--- config.mk ---
export PLATFORM = sky130hd
export DESIGN_NAME = pipeline_ctrl
export DESIGN_NICKNAME = d
export VERILOG_FILES = /design/src/rtl/pipeline_ctrl.sv
export SDC_FILE = /design/constraint.sdc
export NUM_CORES = 1
export LEC_CHECK = 0
export BUFFER_PORTS_ARGS = -buffer_cell sky130_fd_sc_hd__buf_4
export CORE_UTILIZATION = 51
export CTS_CLUSTER_SIZE = 28
export DETAILED_ROUTE_END_ITERATION = 7
export PLACE_DENSITY = 0.85
export SYNTH_ARGS = -nofsm -noshare
export SYNTH_HDL_FRONTEND = slang
export SYNTH_SLANG_ARGS = --single-unit
--- constraint.sdc ---
create_clock -name i_clk -period 3.5 [get_ports i_clk]
set_clock_uncertainty 0.15 [all_clocks]
set_input_delay 0.35 -clock i_clk [delete_from_list [all_inputs] [get_ports i_clk]]
set_output_delay 0.35 -clock i_clk [all_outputs]
set_load 0.1 [all_outputs]
--- src/rtl/pipeline_ctrl.sv ---
//------------------------------------------------------------------------------
// pipeline_ctrl : hazard, redirect/trap flush and memory-wait control for a
//                 single-issue in-order pipeline.
// Revision      : 1.0  initial release
//------------------------------------------------------------------------------
`default_nettype none

module pipeline_ctrl #(
  parameter int XLEN         = 32,
  parameter int XADDR        = 5,
  parameter int FLUSH_CYCLES = 2
) (
  input  logic             i_clk,
  input  logic             i_rst,
  input  logic [XADDR-1:0] i_id_rs1_addr,
  input  logic [XADDR-1:0] i_id_rs2_addr,
  input  logic             i_id_uses_rs1,
  input  logic             i_id_uses_rs2,
  input  logic [XADDR-1:0] i_ex_rd_addr,
  input  logic             i_ex_is_load,
  input  logic             i_ex_wr_en,
  input  logic             i_ex_redirect,
  input  logic [XLEN-1:0]  i_ex_target,
  input  logic             i_trap,
  input  logic [XLEN-1:0]  i_trap_vec,
  input  logic             i_mem_busy,
  output logic             o_stall,
  output logic             or_flush,
  output logic             or_pc_sel,
  output logic [XLEN-1:0]  or_pc_target,
  output logic [1:0]       or_state,
  output logic [15:0]      or_stall_cnt,
  output logic [15:0]      or_redir_cnt
);

  typedef enum logic [1:0] {
    ST_RUN   = 2'd0,
    ST_FLUSH = 2'd1,
    ST_WAIT  = 2'd2
  } state_t;

  localparam logic [3:0]  C_FLUSH_INIT = 4'(FLUSH_CYCLES - 1);
  localparam logic [15:0] C_CNT_MAX    = 16'hFFFF;

  state_t            r_state;
  state_t            w_state_nxt;
  logic [3:0]        r_fcnt;
  logic [3:0]        w_fcnt_nxt;
  logic              w_pc_sel_nxt;
  logic [XLEN-1:0]   w_target_nxt;
  logic              w_stall;
  logic              w_load_use;

  assign w_load_use = i_ex_is_load & i_ex_wr_en & (i_ex_rd_addr != '0) &
                      ((i_id_uses_rs1 & (i_id_rs1_addr == i_ex_rd_addr)) |
                       (i_id_uses_rs2 & (i_id_rs2_addr == i_ex_rd_addr)));

  always_comb begin
    w_state_nxt  = r_state;
    w_fcnt_nxt   = r_fcnt;
    w_pc_sel_nxt = 1'b0;
    w_target_nxt = or_pc_target;
    w_stall      = 1'b0;
    case (r_state)
      ST_RUN: begin
        if (i_trap || i_ex_redirect) begin
          // trap wins over a same-cycle redirect
          w_state_nxt  = ST_FLUSH;
          w_fcnt_nxt   = C_FLUSH_INIT;
          w_pc_sel_nxt = 1'b1;
          w_target_nxt = i_trap ? i_trap_vec : i_ex_target;
        end else if (i_mem_busy) begin
          w_state_nxt = ST_WAIT;
          w_stall     = 1'b1;
        end else if (w_load_use) begin
          w_stall = 1'b1;
        end
      end
      ST_FLUSH: begin
        w_stall = i_mem_busy;
        if (i_trap) begin
          w_fcnt_nxt   = C_FLUSH_INIT;
          w_pc_sel_nxt = 1'b1;
          w_target_nxt = i_trap_vec;
        end else if (!i_mem_busy) begin
          if (r_fcnt == 4'd0) w_state_nxt = ST_RUN;
          else                w_fcnt_nxt  = r_fcnt - 4'd1;
        end
      end
      ST_WAIT: begin
        w_stall = i_mem_busy;
        if (!i_mem_busy) w_state_nxt = ST_RUN;
      end
      default: w_state_nxt = ST_RUN;
    endcase
  end

  assign o_stall  = w_stall & ~i_rst;
  assign or_state = r_state;

  always_ff @(posedge i_clk or posedge i_rst) begin
    if (i_rst) begin
      r_state      <= ST_RUN;
      r_fcnt       <= 4'd0;
      or_flush     <= 1'b0;
      or_pc_sel    <= 1'b0;
      or_pc_target <= '0;
    end else begin
      r_state      <= w_state_nxt;
      r_fcnt       <= w_fcnt_nxt;
      or_flush     <= (w_state_nxt == ST_FLUSH);
      or_pc_sel    <= w_pc_sel_nxt;
      or_pc_target <= w_target_nxt;
    end
  end

  // redirect count advances together with the pc_sel pulse it accounts for
  always_ff @(posedge i_clk or posedge i_rst) begin
    if (i_rst) begin
      or_stall_cnt <= 16'd0;
      or_redir_cnt <= 16'd0;
    end else begin
      if (o_stall && (or_stall_cnt != C_CNT_MAX))
        or_stall_cnt <= or_stall_cnt + 16'd1;
      if (w_pc_sel_nxt && (or_redir_cnt != C_CNT_MAX))
        or_redir_cnt <= or_redir_cnt + 16'd1;
    end
  end

endmodule

`default_nettype wire

# Yosys cells after proc, flatten, opt, wreduce, memory -nomap -nowiden
# Cells that the tools add are included.
[totals] reg_bits=72 inputBits=88 out_inout_bits=69 elab_cells=62
[op_classes] addsub=3 n_eq_ne=11 muxes=23 bitwise=8 reduce_logical=10
[ops] op="$mux W32" count=3
[ops] op="$pmux W32 S2" count=1
[ops] op="$add A16 B1 Y16 const B" count=2
[ops] op="$ne A16 B16 Y1 const B" count=2
[ops] op="$mux W4" count=4
[ops] op="$mux W2" count=6
[ops] op="$eq A5 B5 Y1" count=2
[ops] op="$pmux W4 S2" count=1
[ops] op="$and A1 B1 Y1" count=6
[ops] op="$ne A3 B3 Y1 const B" count=2
[ops] op="$pmux W2 S3" count=1
[ops] op="$mux W1" count=5
[ops] op="$reduce_bool A5 Y1" count=1
[ops] op="$eq A2 B1 Y1 const B" count=2
[ops] op="$logic_not A4 Y1" count=1
[ops] op="$ne A2 B2 Y1 const B" count=2
[ops] op="$pmux W1 S2" count=2
[ops] op="$reduce_and A4 Y1" count=1
[ops] op="$sub A4 B1 Y4 const B" count=1
[ops] op="$reduce_and A3 Y1" count=1
[ops] op="$eq A2 B2 Y1 const B" count=1
[ops] op="$logic_and A1 B1 Y1" count=2
[ops] op="$logic_not A2 Y1" count=1
[ops] op="$reduce_bool A2 Y1" count=1
[ops] op="4 further kinds" count=4

# Longest topological paths before layout
# Gate-level depths: netlist of run 1.
[logic_depth] depth_word=10 ltp_mapped=10

# Worst setup path after synthesis of run 1
# No wires, ideal clock.
[synth_path] path_type="register to output" start="register r_state[0] (netlist: or_state[0])" end="output port o_stall" arrival_ns=2.884 required_time_ns=3.000 setup_slack_ns=0.116 path_stages_with_launch=6 path_buffers=0 cell_sequence="dfrtp_1 > inv_1 > ha_1 > and2_1 > o21ai_0 > nor2_1"
[synth_via] elab_chain_cells=4 elab_cells_between_ends=6
[synth_lines] item="start, declared" line="45" text="state_t r_state;"
[synth_lines] item="start signal, assigned" line="109" text="r_state <= w_state_nxt;"
[synth_lines] item="$eq A2 B2 Y1 / $eq A2 B1 Y1 (equally long branches)" line="64" text="case (r_state)"
[synth_lines] item="$reduce_or A2 Y1 (no line)"
[synth_lines] item="$pmux W1 S2 *" line="64"
[synth_lines] item="$and A1 B1 Y1 *" line="98" text="assign o_stall = w_stall & ~i_rst;"
[synth_lines] item="end, declared" line="27" text="output logic o_stall,"
# Every way passes the cells marked *; elsewhere a longest branch is shown, timed or not.

# Worst setup path in the final report of run 1
[layout_path] start="register r_state[0] (netlist: or_state[0])" end="register or_stall_cnt[1]"
[layout_via] elab_chain_cells=5 elab_cells_between_ends=7
[layout_lines] item="$eq A2 B2 Y1 / $eq A2 B1 Y1 (equally long branches)" line="64"
[layout_lines] item="$reduce_or A2 Y1 (no line)"
[layout_lines] item="$pmux W1 S2 *" line="64"
[layout_lines] item="$and A1 B1 Y1 *" line="98"
[layout_lines] item="$logic_and A1 B1 Y1 *" line="123" text="if (o_stall && (or_stall_cnt != C_CNT_MAX))"
[layout_lines] item="end signal, assigned" line="124" text="or_stall_cnt <= or_stall_cnt + 16'd1;"
[layout_lines] item="end, declared" line="32" text="output logic [15:0] or_stall_cnt,"
# Marks and branches as above.
# A chain may end at the register's enable or synchronous reset.

==> summary.md, run 1 <==
| Metric | Value |
|---|---|
| Status | `complete, no violations` |
| Area occupied by multi-input gates | `1680 sq um` |
| Max IR drop VDD | `~900 uV` |
| Kind of critical path | `reg2reg` |
| Vias | `3029` |
| Hold buffer count at CTS | `0` |
| Final setup viols | `0` |
| H-tree depth | `3` |
| Synth unique cells | `36` |
| Largest net degree at the start of global routing | `between 40 and 50` |
| Pre-antenna DRT Iters | `4` |
| Fin Hold WS | `approximately 0.034 ns` |
| Max-Slew Margin vs Limit | `0.432` |
| Cell count after placement | `584` |
| Slowest-stage cell, CP | `nor2b_2` |
| Power per cell area | `1070 nW/um^2` |
| CTS Buf Count | `9` |
| Layout cells sized above 1 | `0.365` |
| Vias per inst | `5.05` |
| CP endpoint kind | `register` |
| Syn_area_per_cell | `approximately 10 sq um` |
| Final instance area | `5080 sq um` |
| Final nets | `about 600` |
| Delay-heaviest family, CP | `simple AND/OR/NAND/NOR gates` |
| Post-synthesis sequential area ratio | `0.504` |
| RSZ-0062 raised after global routing | `false` |
| Worst Path Buf+Inv | `1` |
| Clock Tree Root | `clkbuf_8` |
| Routed Antenna Nets | `0` |
| Final total power | `approximately 5.4 mW` |
| Total negative slack | `0 ns` |
| I/O Pins | `approximately 160` |
| Die height | `85.7 microns` |
| R2r setup slk | `between 0.9 and 1 ns` |
| CP Cell Sequence | `inv_1, ha_1, nor3b_2, o21a_1, o221ai_1, nor2b_2, mux2_1` |
| WP data arrival | `approximately 2.6 ns` |
| CTS resizes | `0` |
| Width of the die | `about 86 microns` |
| Clock Latency Late Sink | `between 0.3 and 0.4 ns` |
| Global Route Usage Sum | `0.236` |
| Worst-margin pin slew | `0.850 ns` |
| Yosys reg bits | `72` |
| Cells after Synth | `343` |
| Clock Pin Slew Worst Setup and Hold Paths | `0.08 ns` |
| RR Startpoint | `or_state[0]` |
| Hpwl dp | `roughly 6.4 mm` |
| Final Cycle Share | `0.720` |
| Worst EP required | `between 3 and 4 ns` |
| Clock Sinks | `72` |
| Antenna violations before repair | `0` |
| Storage element area | `1800 sq um` |
| Fin. Hold Viols | `0` |
| Worst-path fanout max | `15` |
| CP peak stage delay | `about 0.5 ns` |
| Reg2reg path depth | `7` |
| Avg WL per Cell | `13.8 microns` |
| Worst r2r dst | `or_stall_cnt[1]` |
| Postcts setup bufs | `0` |
| Syn Nets | `439` |
| Iteration-0 DRC Markers | `103` |
| Bufs on Longest Clock Path | `2` |
| Fin. max-slew vios | `0` |
| Core box area | `~6800 sq um` |
| Vias in the first global route | `approximately 3000` |
| Post-route DRC | `0` |
| First-pass GRT wire length | `between 10 and 15 mm` |
| # fillers | `520` |
| Grt ovf | `0` |
| YS warnings | `0` |
| DIE AREA | `about 7300 sq um` |
| Site row count | `30` |
| Non-Filler Instances | `600` |
| Starting density of the core | `0.526` |
| Mapped cell area | `3570 sq um` |
| Crit path launch type | `register` |
| Min-Delay Path Class | `in2async` |
| Highest clock rate | `just under 0.4 GHz` |
| CTS tree | `built` |
| GP Congestion | `0.806` |
| Min Clock Period, post-route | `2.52 ns` |
| Input/output buffers | `~160` |
| Layout overhead on the synthesized area | `42.0%` |
| Total Wirelength | `8.27 mm` |
| Leakage power | `2.47 nW` |
| Post-DP Area | `4840 sq um` |
| Max-cap violations | `0` |
| Diodes inserted | `0` |
[metal layers]
layer | track usage | up-vias | wire length [microns]
li1 | - | 1493 | -
met1 | 0.283 | 1415 | 3380
met2 | 0.417 | 112 | 4250
met3 | 0.0539 | 9 | 544
met4 | 0.0894 | 0 | 99
met5 | 0 | - | 0
[per-stage QoR]
step | util | setup slack (ns)
after floorplan | - | 0.116
final | 0.747 | 0.981
after global routing | 0.747 | 0.792
after CTS | 0.747 | 0.975
after global placement | 0.713 | 1.12
after detailed placement | 0.713 | 0.991
[cell families (layout without fill, tap and decap cells)]
kind of cell    count (synthesis)  count (layout)  share of synthesized area
compound gates                 50              50                     0.0767
buf+inv                        24             185                     0.0280
mux                            35              35                     0.0991
flops                          72              72                      0.504
simple gates                  112             112                      0.161
fa+ha+maj                       8               8                     0.0280
xor+xnor                       42              42                      0.103
[how the worst max path moves through the flow]
stage,from,to,cells past startpoint
final,or_state[0],or_stall_cnt[1],7
after global routing,or_state[0],or_stall_cnt[1],7
after CTS,or_state[0],or_stall_cnt[1],7
after detailed placement,or_state[0],or_stall_cnt[1],7
after global placement,or_state[0],or_stall_cnt[1],7
after floorplan,or_state[0],o_stall,5
[cells in the mapped netlist, drive strengths merged]
master / n / area (sq um)
buf: 6 / 32.5
nor2: 8 / 30.0
o41ai: 1 / 8.76
and3: 12 / 75.1
nor4: 2 / 25.0
o221ai: 2 / 17.5
ha: 8 / 100
nor3b: 2 / 20.0
and4: 4 / 37.5
or3: 1 / 6.26
nor3: 1 / 5.00
clkbuf: 10 / 37.5
o31a: 1 / 8.76
mux2: 3 / 33.8
xor2: 5 / 43.8
o21a: 1 / 7.51
o22ai: 1 / 6.26
or4: 1 / 7.51
inv: 8 / 30.0
or2: 1 / 6.26
mux2i: 32 / 320
nand4: 10 / 62.6
nand3: 13 / 65.1
nand2: 49 / 184
o21ai: 36 / 180
o311a: 1 / 10.0
xnor2: 37 / 324
and2: 5 / 31.3
a21oi: 7 / 35.0
dfrtp: 72 / 1800
nor2b: 3 / 21.3
[placed cells by master (no fill, tap or decap), drive strengths merged, types with 2 or more instances in the layout]
| master | n |
|---|---|
| bufinv | 3 |
| o221ai | 2 |
| and3 | 12 |
| nor4 | 2 |
| nand3 | 13 |
| nor2b | 3 |
| xor2 | 5 |
| a21oi | 7 |
| mux2i | 32 |
| mux2 | 3 |
| buf | 161 |
| nor3b | 2 |
| and4 | 4 |
| o21ai | 36 |
| xnor2 | 37 |
| ha | 8 |
| clkinv | 2 |
| nand2 | 49 |
| clkbuf | 10 |
| nand4 | 10 |
| dfrtp | 72 |
| inv | 8 |
| nor2 | 8 |
| and2 | 5 |
[state kept, by name, indices dropped and copies added, names as in the netlist]
signal	cells
or_flush	1
or_pc_sel	1
or_pc_target	32
or_redir_cnt	16
or_stall_cnt	16
or_state	2
r_fcnt	4
[final cells by class]
cell class	instances	share of cell area
well taps	96	0.0237
repair buffers	161	0.238
clock inverters	6	0.0212
flip-flops and latches	72	0.355
clock buffers	10	0.0251
inverters	8	0.00592
multi-input cells	247	0.331
[worst reg2reg max path: cells and delay by family (launching register included)]
| kind | cells | cell delay [ns] |
|---|---|---|
| adders and majority gates | 1 | 0.22 |
| buffers and inverters | 1 | 0.11 |
| and+or+nand+nor | 2 | 0.81 |
| DFF | 1 | 0.44 |
| muxes | 1 | 0.39 |
| AOI/OAI and AO/OA | 2 | 0.29 |
[where the power goes]
group / internal, mW / switching (mW) / total [mW]
logic: 0.744 / 2.58 / 3.32
registers: 1.11 / 0.209 / 1.32
clock network: 0.471 / 0.302 / 0.774
total: 2.33 / 3.09 / 5.42
(Power assumes the default switching activity.)
==> run 2, diff against run 1 <==
--- a/config.mk
+++ b/config.mk
@@ -6,10 +6,10 @@
 export NUM_CORES = 1
 export LEC_CHECK = 0
 export BUFFER_PORTS_ARGS = -buffer_cell sky130_fd_sc_hd__buf_4
-export CORE_UTILIZATION = 51
+export CORE_UTILIZATION = 43
 export CTS_CLUSTER_SIZE = 28
 export DETAILED_ROUTE_END_ITERATION = 7
-export PLACE_DENSITY = 0.85
+export PLACE_DENSITY = 0.77
 export SYNTH_ARGS = -nofsm -noshare
 export SYNTH_HDL_FRONTEND = slang
 export SYNTH_SLANG_ARGS = --single-unit
==> constraint.sdc (replaced) <==
create_clock -name i_clk -period 2.1 [get_ports i_clk]
set_clock_uncertainty 0.15 [all_clocks]
set_input_delay 0.21 -clock i_clk [delete_from_list [all_inputs] [get_ports i_clk]]
set_output_delay 0.21 -clock i_clk [all_outputs]
set_load 0.1 [all_outputs]
==> run 2 against run 1 <==
Against the previous run:
- fmax is 15% higher
- critical path depth increased by 1
- first-iteration DRC count down 40%
- total power grew 75%
- setup slack got worse by 1.1 ns
- sequential cell count is the same
- combinational power grew 82%
- sequential share of layout area fell by 4.5 points
- sequential power up 68%
- the flow now finishes with violations (negative hold slack, negative setup slack)
- clock power grew 56%
- global-route usage increased by 0.78 points
- non-clock buffer count grew 63
==> summary.md, run 2 (same netlist as run 1, synthesis figures left out) <==
| Metric | Value |
|---|---|
| Clock Pin Slew Worst Setup and Hold Paths | `0.07 ns (about the same)` |
| Starting density of the core | `0.453 (-0.0729)` |
| Internal power | `4.12 mW (+77%)` |
| Total negative slack | `-0.180 ns (-0.180 ns)` |
| First-pass GRT wire length | `16.5 mm (+22%)` |
| Fin. Hold Viols | `1 (+1)` |
| Sw Ratio | `0.564 (-0.00608)` |
| CP Cell Sequence | `inv_2, buf_4, ha_1, nor2_4, or4_1, nor4_2, xor2_1, and2_1` |
| Worst-margin pin slew | `0.416 ns (-0.433 ns)` |
| Setup WS pre-CTS | `-0.0289 ns (-1.02 ns)` |
| Vias | `3335 (+10%)` |
| Fin. max-slew vios | `0 (unchanged)` |
| Vias in the first global route | `3513 (+17%)` |
| CP peak stage delay | `0.54 ns (+0.03 ns)` |
| Global Route Usage Sum | `0.244 (+0.00782)` |
| Min Clock Period, post-route | `2.19 ns (-0.328 ns)` |
| Final total power | `9.47 mW (+75%)` |
| DIE AREA | `8680 sq um (+18%)` |
| RSZ-0062 raised after global routing | `true` |
| Largest net degree at the start of global routing | `39 (-7.1%)` |
| Critical path startpoint | `or_state[1]` |
| CTS tree | `built` |
| Final Cycle Share | `1.04 (+0.324)` |
| Post-route DRC | `0 (unchanged)` |
| Leakage power | `2.78 nW (+13%)` |
| Input/output buffers | `156 (unchanged)` |
| WP data arrival | `2.27 ns (-0.31 ns)` |
| Status | `finished with violations` |
| Site row count | `32 (+6.7%)` |
| Clock Tree Root | `clkbuf_8` |
| Worst EP required | `2.18 ns (-1.38 ns)` |
| Width of the die | `93.2 microns (+8.7%)` |
| Max-Slew Margin vs Limit | `0.720 (+0.288)` |
| Avg WL per Cell | `15.4 microns (+11%)` |
| Most frequent cells in the layout | `buf_4 (168), dlygate4sd3_1 (49), nand2_1 (43)` |
| Iteration-0 DRC Markers | `62 (-40%)` |
| Comb power frac | `0.638 (+0.025)` |
| Pre-antenna DRT Iters | `4 (unchanged)` |
| Vias per inst | `4.99 (-1.3%)` |
| Reg with most FFs | `or_pc_target` |
| CP endpoint kind | `register` |
| CTS Buf Count | `9 (unchanged)` |
| Total Wirelength | `10.3 mm (+24%)` |
| Die height | `93.2 microns (+8.7%)` |
| Core box area | `7890 sq um (+16%)` |
| Layout Utilization | `0.753 (+0.00539)` |
| HP Start | `i_trap_vec[29]` |
| Max IR drop VDD | `1410 uV (+58%)` |
| Diodes inserted | `0 (unchanged)` |
| Fin Hold WS | `-0.00134 ns (-0.0349 ns)` |
| Clock Sinks | `72 (unchanged)` |
| I/O Pins | `157 (unchanged)` |
| Sw power | `5.34 mW (+73%)` |
| Clock share of power | `0.128 (-0.015)` |
| Grt ovf | `0 (unchanged)` |
| Highest clock rate | `0.456 GHz (+15%)` |
| Hpwl dp | `6.57 mm (+2.2%)` |
| Cell count after placement | `594 (+1.7%)` |
| Max-cap violations | `0 (unchanged)` |
| Largest register FFs | `32 (unchanged)` |
| Final nets | `658 (+11%)` |
| Violated checks | `negative hold slack, negative setup slack` |
| Non-Filler Instances | `669 (+12%)` |
| Sequential Power Share | `0.234 (-0.010)` |
| Slowest-stage cell, CP | `or4_1` |
| Min-Delay Path Class | `in2reg` |
| Routed Antenna Nets | `0 (unchanged)` |
| GP Congestion | `0.793 (-1.6%)` |
| Antenna violations before repair | `0 (unchanged)` |
| Fin worst setup slack | `-0.0912 ns (-1.07 ns)` |
| Bufs on Longest Clock Path | `2 (unchanged)` |
| H-tree depth | `3 (unchanged)` |
| Worst-path fanout max | `4 (-11)` |
| Commonest non-fill, non-tap cell in the layout | `buf_4` |
| Final setup viols | `5 (+5)` |
| Clock Latency Late Sink | `0.35 ns (+0.02 ns)` |
| Layout overhead on the synthesized area | `66.0%` |
| RR Startpoint | `or_state[1]` |
| Power per cell area | `1590 nW/um^2 (+49%)` |
| Crit path launch type | `register` |
| Kind of critical path | `reg2reg` |
| Layout cells sized above 1 | `0.448 (+0.0829)` |
| Biggest regs | `or_pc_target: 32 flops, or_redir_cnt: 16 flops, or_stall_cnt: 16 flops` |
run 2: changes by cell type in the layout (fill, tap and decap cells not counted), moves of 3 or more:
cell | previous run | this run
nand2_1 | 49 | 43
nand3_2 | 0 | 5
dfrtp_2 | 0 | 30
dlygate4sd3_1 | 0 | 49
buf_12 | 0 | 6
nand2_2 | 0 | 3
nand2_4 | 0 | 3
buf_4 | 161 | 168
nand3_1 | 13 | 8
dfrtp_1 | 72 | 42
run 2: path summary, 6_finish.rpt:
path	cells after the start	end	slack [ns]
worst max register to register	8	r_fcnt[3]	-0.09
min in group asynchronous	3	or_state[0]	0.21
max in group asynchronous	4	or_stall_cnt[8]	0.89
worst min register to register	1	or_stall_cnt[13]	0.33
worst min-delay path	3	or_pc_target[29]	-0.001
worst max-delay path	8	r_fcnt[3]	-0.09
run 2: power groups by stage:
stage                     combinational, mW  sequential [mW]  clock, mW
after global routing                   6.30             2.28       1.29
after detailed placement               5.77             2.24          0
after global placement                 5.70             2.21          0
final                                  6.04             2.22       1.21
after floorplan                        1.31             5.35          0
after CTS                              5.93             2.21       1.23
run 2: final cells by class:
| cell class | instances | area [sq um] |
|---|---|---|
| fill | 514 | 1950 |
| clock inverter | 7 | 93.8 |
| clock buffer | 9 | 124 |
| inverter | 8 | 33.8 |
| multi-input combinational | 247 | 1830 |
| tap | 102 | 128 |
| timing repair buffer | 224 | 1880 |
| sequential | 72 | 1840 |
run 2: routing by layer:
layer / wire length, microns / track usage
met2: 5450 / 0.442
met1: 4210 / 0.289
met5: 0 / 0
met4: 199 / 0.0872
met3: 405 / 0.0431
run 2: stage by stage:
stage | hold slack (ns) | cell area (sq um)
3_3_place_gp | 0.0159 | 5070
3_5_place_dp | 0.0132 | 5070
4_1_cts | 0.00105 | 5870
5_1_grt | 0.00111 | 5940
2_1_floorplan | 0.241 | 3720
6_report | -0.00134 | 5940
run 2: repair_timing:
action,4_1_cts,5_1_grt
setup endpoints to repair,6,30
pin swaps,2,13
hold buffers,49,0
endpoints found under the hold margin,65,0
resized for setup,7,16
setup buffers,6,4
cloned,1,0
run 2: critical path, delay by kind of cell (launching register included):
kind | cells | cell delay [ns]
adder cells (fa/ha/maj) | 1 | 0.22
buffers and inverters | 2 | 0.18
flip-flops | 1 | 0.44
XOR/XNOR | 1 | 0.10
AND/OR/NAND/NOR | 4 | 0.98
